<file path="src/rtl/mem_stage_sram_ctrl.sv">
// ---------------------------------------------------------------------------
// mem_stage_sram_ctrl
//
// Memory-stage controller for a 16-bit asynchronous SRAM. Each 32-bit load or
// store from EX/MEM is split into two half-word accesses (low half, then high
// half). Each half is held for WAIT_CYCLES cycles. While an access is in
// flight, `ready` is low so the pipeline registers and the PC stay frozen.
// The load result is registered into `read_data`. The MEM/WB register
// samples it on the DONE->IDLE edge.
//
// Ports
//   clk, rst      : rising-edge clock, asynchronous active-high reset
//   wr_en, rd_en  : store / load request (both high counts as a store)
//   address       : byte address of the access (ALU result)
//   write_data    : store data
//   read_data     : registered load result, held until the next load
//   ready         : pipeline may advance when high
//   sram_addr     : SRAM half-word address
//   sram_dq_out   : data driven onto the SRAM pads during write phases
//   sram_dq_in    : data returned by the SRAM
//   sram_dq_oe    : pad output enable, high only during write phases
//   sram_we_n     : SRAM write enable, active-low
// ---------------------------------------------------------------------------
module mem_stage_sram_ctrl #(
  parameter int unsigned BASE_ADDR   = 1024,
  parameter int unsigned WAIT_CYCLES = 3
) (
  input  logic        clk,
  input  logic        rst,
  input  logic        wr_en,
  input  logic        rd_en,
  input  logic [31:0] address,
  input  logic [31:0] write_data,
  output logic [31:0] read_data,
  output logic        ready,
  output logic [17:0] sram_addr,
  output logic [15:0] sram_dq_out,
  input  logic [15:0] sram_dq_in,
  output logic        sram_dq_oe,
  output logic        sram_we_n
);

  localparam int CNT_W = (WAIT_CYCLES > 1) ? $clog2(WAIT_CYCLES) : 1;
  localparam logic [CNT_W-1:0] CNT_LAST = CNT_W'(WAIT_CYCLES - 1);

  typedef enum logic [1:0] {IDLE, LOW, HIGH, DONE} state_t;

  state_t           state;
  logic             op_wr;
  logic [31:0]      addr_q;
  logic [31:0]      data_q;
  logic [CNT_W-1:0] cnt;

  // Sequencer. DONE always returns to IDLE without looking at the request
  // inputs: the finishing instruction still holds its enable during DONE and
  // must not be serviced twice.
  // NOTE: state registers use non-blocking assignments so every register
  // samples values from before the edge, independent of statement order.
  always_ff @(posedge clk or posedge rst) begin
    if (rst) begin
      state     <= IDLE;
      op_wr     <= 1'b0;
      addr_q    <= '0;
      data_q    <= '0;
      cnt       <= '0;
      read_data <= '0;
    end else begin
      case (state)
        IDLE: begin
          if (wr_en || rd_en) begin
            op_wr  <= wr_en;      // store wins when both enables are high
            addr_q <= address;
            data_q <= write_data;
            cnt    <= '0;
            state  <= LOW;
          end
        end
        LOW: begin
          if (cnt == CNT_LAST) begin
            if (!op_wr) read_data[15:0] <= sram_dq_in;
            cnt   <= '0;
            state <= HIGH;
          end else begin
            cnt <= cnt + CNT_W'(1);
          end
        end
        HIGH: begin
          if (cnt == CNT_LAST) begin
            if (!op_wr) read_data[31:16] <= sram_dq_in;
            cnt   <= '0;
            state <= DONE;
          end else begin
            cnt <= cnt + CNT_W'(1);
          end
        end
        default: state <= IDLE;   // DONE
      endcase
    end
  end

  // SRAM word index: offset from BASE_ADDR with modulo-2^32 wrap, then keep
  // byte-address bits [18:2]. Higher bits are discarded and no range check
  // is done.
  logic [16:0] word_idx;
  logic        half_sel;
  logic        write_phase;

  assign word_idx    = 17'((addr_q - 32'(BASE_ADDR)) >> 2);
  assign half_sel    = (state == HIGH) || (state == DONE);
  assign write_phase = op_wr && ((state == LOW) || (state == HIGH));

  // NOTE: every output gets a default first so no path leaves one
  // unassigned and no latch is inferred.
  always_comb begin
    sram_addr   = {word_idx, half_sel};
    sram_we_n   = 1'b1;
    sram_dq_oe  = 1'b0;
    sram_dq_out = '0;
    if (write_phase) begin
      sram_we_n   = 1'b0;
      sram_dq_oe  = 1'b1;
      sram_dq_out = (state == HIGH) ? data_q[31:16] : data_q[15:0];
    end
  end

  // The stall must be visible in the same cycle the request appears, so
  // ready looks at the enables directly.
  assign ready = ((state == IDLE) && !(rd_en || wr_en)) || (state == DONE);

endmodule

</file>
<file path="config.mk">
export PLATFORM = sky130hd
export DESIGN_NAME = mem_stage_sram_ctrl
export DESIGN_NICKNAME = d
export VERILOG_FILES = /design/src/rtl/mem_stage_sram_ctrl.sv
export SDC_FILE = /design/constraint.sdc
export NUM_CORES = 1
export LEC_CHECK = 0
export BUFFER_PORTS_ARGS = -buffer_cell sky130_fd_sc_hd__buf_4
export CAP_MARGIN = 20
export CORE_MARGIN = 2
export CORE_UTILIZATION = 49
export CTS_CLUSTER_SIZE = 25
export DETAILED_ROUTE_END_ITERATION = 10
export MAX_ROUTING_LAYER = met4
export PLACE_DENSITY_LB_ADDON = 0.25
export SETUP_SLACK_MARGIN = 0.5
export SLEW_MARGIN = 20
export SYNTH_ARGS = -nofsm -noshare
export SYNTH_HDL_FRONTEND = slang
export SYNTH_SLANG_ARGS = --single-unit
</file>
<file path="constraint.sdc">
create_clock -name clk -period 3.6 [get_ports clk]
set_input_delay 0.72 -clock clk [delete_from_list [all_inputs] [get_ports clk]]
set_output_delay 0.72 -clock clk [all_outputs]
set_load 0.005 [all_outputs]
</file>
## Word level (Yosys, flattened, before mapping)

Index checks and enable logic that the tools add are counted.

- Register bits: 88
- Latch bits: 0
- RAM bits: 0
- Memory bits (read-only): 0
- Logic and storage cells: 43
- Memories: 0

- Add/subtract/negate cells: 2
- Multipliers: 0
- Div/mod/pow operators: 0
- $lt $le $gt $ge: 0
- Equal/unequal tests: 7
- Shift-type cells: 0
- Multiplexer cells: 11
- Bitwise gates (word level): 1
- Reduce and logical (&&, ||, !) cells: 15

Operators by type and width:

| kind | number |
|---|---|
| $mux 16 | 2 |
| $sub 19x11->19 const B | 1 |
| $mux 2 | 5 |
| $reduce_and 3->1 | 3 |
| $eq 2x2->1 const B | 3 |
| $ne 2x2->1 const B | 3 |
| $pmux 2 s3 | 1 |
| $logic_or 1x1->1 | 4 |
| $pmux 2 s2 | 1 |
| $reduce_and 2->1 | 2 |
| $add 2x1->2 const B | 1 |
| $eq 2x1->1 const B | 1 |
| $logic_and 1x1->1 | 2 |
| $logic_not 2->1 | 1 |
| $mux 1 | 2 |
| $reduce_bool 2->1 | 1 |
| $reduce_or 2->1 | 1 |
| $logic_not 1->1 | 1 |
| $not 1->1 | 1 |

## Logic depth before layout (Yosys ltp)

Gate-level depths: netlist of the first run.

- Depth in word-level cells: 4
- Mapped depth: 6

## Worst setup path after synthesis of the first run

Ideal clock, no wire load.

- Path type: register -> output
- Start point: reg state[0]
- End point: out sram_addr[0]
- Arrival: 1.471 ns
- Data required time: 2.880 ns
- Path slack: 1.409 ns
- Cell stages (with the launch flop): 7
- Path buffers: 3
- Cell sequence: dfrtp_1 -> inv_1 -> ha_1 -> buf_2 -> buf_2 -> or2_2 -> buf_4

- Longest elaborated chain between the ends: 2

Ends and longest elaborated chain:

| element | RTL line | text |
|---|---|---|
| start, declared | 48 | `state_t state;` |
| start signal, assigned | 61 | `state <= IDLE;` |
| start signal, assigned | 75 | `state <= LOW;` |
| start signal, assigned | 82 | `state <= HIGH;` |
| $eq 2x2->1 | 109 | `assign half_sel = (state == HIGH) \|\| (state == DONE);` |
| $logic_or 1x1->1 (*) | 109 |  |
| end, declared | 36 | `output logic [17:0] sram_addr,` |

Every way passes the cells marked *; elsewhere a longest branch is shown, timed or not.

## Final worst setup path of the first run

- Start point: reg state[0]
- End point: out sram_dq_out[8]

- Longest elaborated chain between the ends: 4

Ends and longest elaborated chain:

| element | RTL line | text |
|---|---|---|
| $eq 2x1->1 or $eq 2x2->1 (tied branches) | 110, 122 |  |
| $logic_or 1x1->1 | 110 | `assign write_phase = op_wr && ((state == LOW) \|\| (state == HIGH));` |
| $logic_and 1x1->1 | 110 |  |
| $mux 16 (*) | 119 | `if (write_phase) begin` |
| end, declared | 37 | `output logic [15:0] sram_dq_out,` |

Marked as above.

==> results.yml, run 1 <==
yosys:
  yosysSeqAreaShare: 0.557
  ys_warn_count: 0
  async_flop_share: 1.00
  yosysTopAreaCell: "dfrtp_1"
  synth.avg_cell_area_sq_um: 14.3
  synth_cell_types: 26
  ys.flop_type: "dfrtp_1"
  yosys-top-cells-count: "dfrtp_1, mux2_2, mux2_4, nor2_1, mux2i_1"
  synth.net_count: 361
  synthesis.instances: 271
  yosys.area.top_type_share: 0.557
  synth_most_common_cell: "dfrtp_1"
  ys_seq_elements: 86
  synth_area_leaders: "dfrtp_1, mux2_2, mux2_4"
  synth-edff-count: 0
  syn_area_sq_um: 3870
power_and_ir_drop:
  powerDensity_nw_per_um2: 886
  ir_drop_mv: 0.418
  swShare: 0.309
  pwr-share-seq: 0.389
  comb_power_share: 0.458
  leakagePower_nw: 2.47
  p_int_mw: 3.14
  clkPwrFrac: 0.153
  switchingPower_mw: 1.41
layout:
  multi_input_area_sq_um: 1550
  antennaDiodeCount: 0
  nets: 492
  fillCellCount: 595
  seq_area_sq_um: 2150
  area_growth_pct: 32.7
  final_layout_size_suffix_gt1_frac: 0.600
setup_path:
  r2r_cells: 4
  max_stage_delay_ps: 420
  r2r_end: "read_data[25]"
  cp.buffers_inverters: 3
  worstReg2RegStart: "state[0]"
  worst-endpoint-arrival_ps: 2060
  start_kind: "register"
  cp.required_ps: 2880
  critPathMostFrequentCell: "buf_4"
  worstSetupPathType: "reg2out"
  crit_family: "buffers and inverters"
  critPathMaxFanout: 13
  crit_chain: "inv_1 > ha_1 > buf_4 > mux2i_1 > nor2_1 > buf_4"
  rrSetupSlack_ps: 1270
  end_kind: "output port"
  cp_slowest_cell: "dfrtp_1"
die:
  rows: 32
  die_width_microns: 92.8
  initial_core_util: 0.503
  core_area_sq_um: 7690
  pin_count: 153
  dieArea_sq_um: 8620
  die_y_microns: 92.8
sta:
  max_freq_ghz: 0.360
  setup_viol: 0
  maxSlewViolCount: 0
  worst_slew_margin_rel: 0.344
  setup_ws_ps: 822
  final.period_utilization: 0.772
  hold_ws_ps: 356
  finClkSkew_ps: 8.83
  grt_setup_unrepaired: "false"
  layout_min_cycle_time_ps: 2780
  finalHoldViolCount: 0
  tightest_slew_ps: 984
  fin_tns_setup_ps: 0
clock_tree:
  ctsHoldBuffers: 0
  cts_num_sinks: 86
  postCtsSetupBuffers: 0
  cts-root-buf: "clkbuf_8"
  htree_levels: 3
  cts_tree: "built"
  clkTransAtPathRegs_ps: 80
  cts_buffers: 9
  ctsResizeCount: 0
  clk-insertion-delay-late_ps: 350
  clk_path_buf_depth: 2
job:
  maxCapViolCount: 0
global_route:
  grt_pass1_wl_microns: 12300
  grt_usage: 0.189
  grt_max_degree: 41
  antenna_found_initial: 0
  grt_pass1_vias: 2578
  grt_overflow: 0
routing:
  vias_per_cell: 4.96
  drcViolationCount: 0
  vias: 2523
  routedWlPerCell_microns: 15.0
  drtIter0Drc: 51
  wirelength_microns: 7620
  firstDrtPassIters: 4
  detail-route-antenna-nets: 0
worst_hold_path:
  hold_class: "in2async"
run_status:
  status: "completed"
placement:
  port_buffers: 137
  place_congestion: 0.719
  hpwl_microns: 5460
  pre_cts_slack_ps: 1150
==> cell type report <==
| type | instances | area share |
|---|---|---|
| Multi-Input combinational cell | 156 | 0.302 |
| Inverter | 8 | 0.00610 |
| Timing Repair Buffer | 141 | 0.206 |
| Sequential cell | 86 | 0.419 |
| Tap cell | 102 | 0.0249 |
| Clock buffer | 12 | 0.0302 |
| Clock inverter | 4 | 0.0107 |
==> cells in the final DEF (no fill, tap or decap) <==
cell / synthesis / final
nor2b_1: 1 / 1
clkbuf_8: 0 / 11
nor2_1: 20 / 20
dfrtp_1: 86 / 86
mux2_4: 20 / 20
or4b_1: 1 / 1
nand2_1: 6 / 6
ha_1: 6 / 6
mux2_2: 62 / 62
nor3b_1: 2 / 2
bufinv_16: 0 / 1
o31ai_1: 1 / 1
and3b_1: 2 / 2
xnor2_1: 2 / 2
o21bai_1: 2 / 2
xor2_1: 4 / 4
clkbuf_1: 1 / 1
or2_2: 2 / 2
nand3_1: 1 / 1
clkinvlp_4: 0 / 1
o21ai_0: 4 / 4
nor4_4: 1 / 1
or4_4: 1 / 1
clkinv_2: 0 / 1
clkinv_4: 0 / 2
buf_4: 11 / 141
mux2i_1: 17 / 17
inv_1: 8 / 7
o21ai_4: 0 / 1
==> kinds of logic after synthesis <==
logic type	Yosys count	synth area share
xor gates and xnor gates	6	0.0136
adders and majority gates	6	0.0194
and+or+nand+nor	37	0.0508
AOI/OAI and AO/OA	8	0.0123
buffers and inverters	29	0.0450
muxes	99	0.302
DFF	86	0.557
==> worst reg2reg max path: stages (launching register included) <==
cell and delay, ps:
dfrtp_1 420, inv_1 110, ha_1 390, and3b_1 880
mux2_2 430
==> worst max path at each step <==
| stage | cells after the start | end | from |
|---|---|---|---|
| after global placement | 6 | sram_dq_out[8] | state[0] |
| after global routing | 6 | sram_dq_out[14] | state[0] |
| final | 6 | sram_dq_out[8] | state[0] |
| after CTS | 6 | sram_dq_out[7] | state[0] |
| after detailed placement | 6 | sram_dq_out[7] | state[0] |
| after floorplan | 1 | addr_q[10] | rst |
==> state kept, by name, indices dropped and copies added (netlist names) <==
| register | flops |
|---|---|
| data_q | 32 |
| cnt | 2 |
| state | 2 |
| op_wr | 1 |
| read_data | 32 |
| addr_q | 17 |
==> metrics by stage <==
step	power, mW	util	std cells	cell area, sq um
3_5_place_dp	3.90	0.640	493	4920
4_1_cts	4.61	0.667	509	5130
2_1_floorplan	3.01	-	271	3870
6_report	4.54	0.667	509	5130
3_3_place_gp	3.82	0.640	493	4920
5_1_grt	4.87	0.667	509	5130
==> layer usage <==
layer / part of all wire / global-route usage
met5: 0 / -
met4: 0.0064 / 0.0478
met3: 0.093 / 0.0675
met2: 0.47 / 0.289
met1: 0.43 / 0.242
==> power by group through the flow <==
stage / combinational [mW] / clock (mW) / sequential, mW
floorplan: 1.27 / 0 / 1.73
global placement: 2.06 / 0 / 1.76
detailed placement: 2.11 / 0 / 1.79
CTS: 2.12 / 0.718 / 1.77
global route: 2.26 / 0.765 / 1.84
finish: 2.08 / 0.695 / 1.77
Note: power is estimated with default switching activity, not from simulation.
==> inputs of run 2 (changes only) <==
--- a/config.mk
+++ b/config.mk
@@ -8,7 +8,7 @@
 export BUFFER_PORTS_ARGS = -buffer_cell sky130_fd_sc_hd__buf_4
 export CAP_MARGIN = 20
 export CORE_MARGIN = 2
-export CORE_UTILIZATION = 49
+export CORE_UTILIZATION = 44
 export CTS_CLUSTER_SIZE = 25
 export DETAILED_ROUTE_END_ITERATION = 10
 export MAX_ROUTING_LAYER = met4
==> constraint.sdc (replaced) <==
create_clock -name clk -period 2.4 [get_ports clk]
set_input_delay 0.48 -clock clk [delete_from_list [all_inputs] [get_ports clk]]
set_output_delay 0.48 -clock clk [all_outputs]
set_load 0.005 [all_outputs]
==> run 2 against run 1 <==
Clock skew grew 2.3 ps. Utilization grew 1.4 points. Sequential cell count is the same. Total power grew 88%. Critical path depth shrank 2. Clock-buffer cell count shrank 3. Sequential power grew 59%. First-iteration DRC count shrank 31%. Via count grew 5.1%. Die area grew 11%. Register-to-register slack lost 700 ps. Critical path type unchanged. Largest cell class unchanged.
==> results.yml, run 2 (synthesis results as in run 1) <==
layout:
  area_growth_pct: 52.3
  top_regs: "data_q: 32 flops, read_data: 32 flops, addr_q: 17 flops"
  final_cell_mix: "buf_4, dfrtp_1, mux2_2"
  nets: 510
  final_layout_size_suffix_gt1_frac: 0.718
  final_common_cell: "buf_4"
  antennaDiodeCount: 0
  final_util: 0.682
global_route:
  grt_overflow: 0
  grt_pass1_vias: 2808
  grt_max_degree: 87
  busiest_layer: "met2"
  met1_usage: 0.260
  grt_pass1_wl_microns: 14400
  grtUsageMet2: 0.302
  grt_usage: 0.197
  use_met3: 0.0530
  antenna_found_initial: 0
sta:
  max_freq_ghz: 0.439
  grt_setup_unrepaired: "true"
  layout_min_cycle_time_ps: 2280
  final.period_utilization: 0.949
  setup_viol: 0
  maxSlewViolCount: 0
  finClkSkew_ps: 11.1
  fin_tns_setup_ps: 0
  finalHoldViolCount: 0
  tightest_slew_ps: 582
  worst_slew_margin_rel: 0.612
setup_path:
  end_kind: "output port"
  worstSetupPathType: "reg2out"
  critPathMaxFanout: 4
  start_kind: "register"
  worst-endpoint-arrival_ps: 1800
  cp.required_ps: 1920
routing:
  detail-route-antenna-nets: 0
  routedWlPerCell_microns: 16.6
  wirelength_microns: 8870
  firstDrtPassIters: 4
  vias: 2651
  drtIter0Drc: 35
  vias_per_cell: 4.97
  drcViolationCount: 0
die:
  core_area_sq_um: 8640
  die_y_microns: 97.7
  pin_count: 153
  rows: 34
  initial_core_util: 0.448
  die_width_microns: 97.7
  dieArea_sq_um: 9550
clock_tree:
  ctsHoldBuffers: 0
  cts_num_sinks: 86
  htree_levels: 3
  clkTransAtPathRegs_ps: 100
  cts_tree: "built"
  cts-root-buf: "clkbuf_8"
  cts_buffers: 9
  clk-insertion-delay-late_ps: 360
  clk_path_buf_depth: 2
placement:
  port_buffers: 137
  place_congestion: 0.758
  hpwl_microns: 5390
job:
  maxCapViolCount: 0
power_and_ir_drop:
  ir_drop_mv: 0.704
  leakagePower_nw: 2.66
  powerDensity_nw_per_um2: 1450
worst_hold_path:
  hold_class: "in2async"
run_status:
  status: "completed"
run 2: path summary, 6_finish.rpt:
check | start | slack, ps | cells past startpoint | to
setup / recovery | addr_q[11] | 120 | 4 | sram_addr[16]
min in group clk | write_data[21] | 350 | 2 | data_q[21]
hold / removal | rst | 250 | 3 | read_data[22]
hold reg to reg | read_data[26] | 520 | 1 | read_data[26]
setup reg to reg | state[0] | 570 | 7 | read_data[31]
max in group asynchronous | rst | 1800 | 3 | state[1]
run 2: what timing repair did:
item | CTS | global route
buffers inserted | 10 | 0
cloned | 4 | 1
gates resized for setup | 115 | 4
pin swaps | 20 | 1
setup endpoints to repair | 27 | 73
run 2: report_power, final:
part | internal, mW | total [mW] | leakage [nW] | switching [mW]
clock network | 0.401 | 0.973 | 0.0943 | 0.572
logic | 3.02 | 4.77 | 1.55 | 1.75
registers | 2.20 | 2.81 | 1.01 | 0.612
total | 5.62 | 8.56 | 2.66 | 2.94
run 2: cell type report:
type	instances	area [sq um]
clock buffer	9	124
fill	598	2750
tap	108	135
multi-input combinational	157	1950
sequential	86	2150
timing repair buffer	158	1430
clock inverter	7	65.1
inverter	8	38.8
run 2: stage by stage:
stage / std cells / instance area [sq um] / setup WS [ps] / hold slack, ps / power, mW
CTS: 532 / 5870 / 95.1 / 245 / 8.56
global placement: 502 / 4980 / 397 / 487 / 5.80
floorplan: 271 / 3870 / 502 / 473 / 4.53
detailed placement: 502 / 4980 / 389 / 493 / 5.90
global route: 533 / 5890 / 5.77 / 269 / 9.07
finish: 533 / 5890 / 122 / 246 / 8.56
run 2: routing by layer:
| metal | vias up | part of all wire | wire length (microns) |
|---|---|---|---|
| li1 | 1227 | - | - |
| met4 | 0 | 0.012 | 104 |
| met5 | - | 0 | 0 |
| met3 | 13 | 0.064 | 570 |
| met1 | 1315 | 0.43 | 3810 |
| met2 | 96 | 0.49 | 4390 |
run 2: worst max-delay path, stage by stage, from the launching register on:
cell	delay, ps
dfrtp_1	420
or4_4	570
nor4_4	160
xor2_1	170
buf_4	130
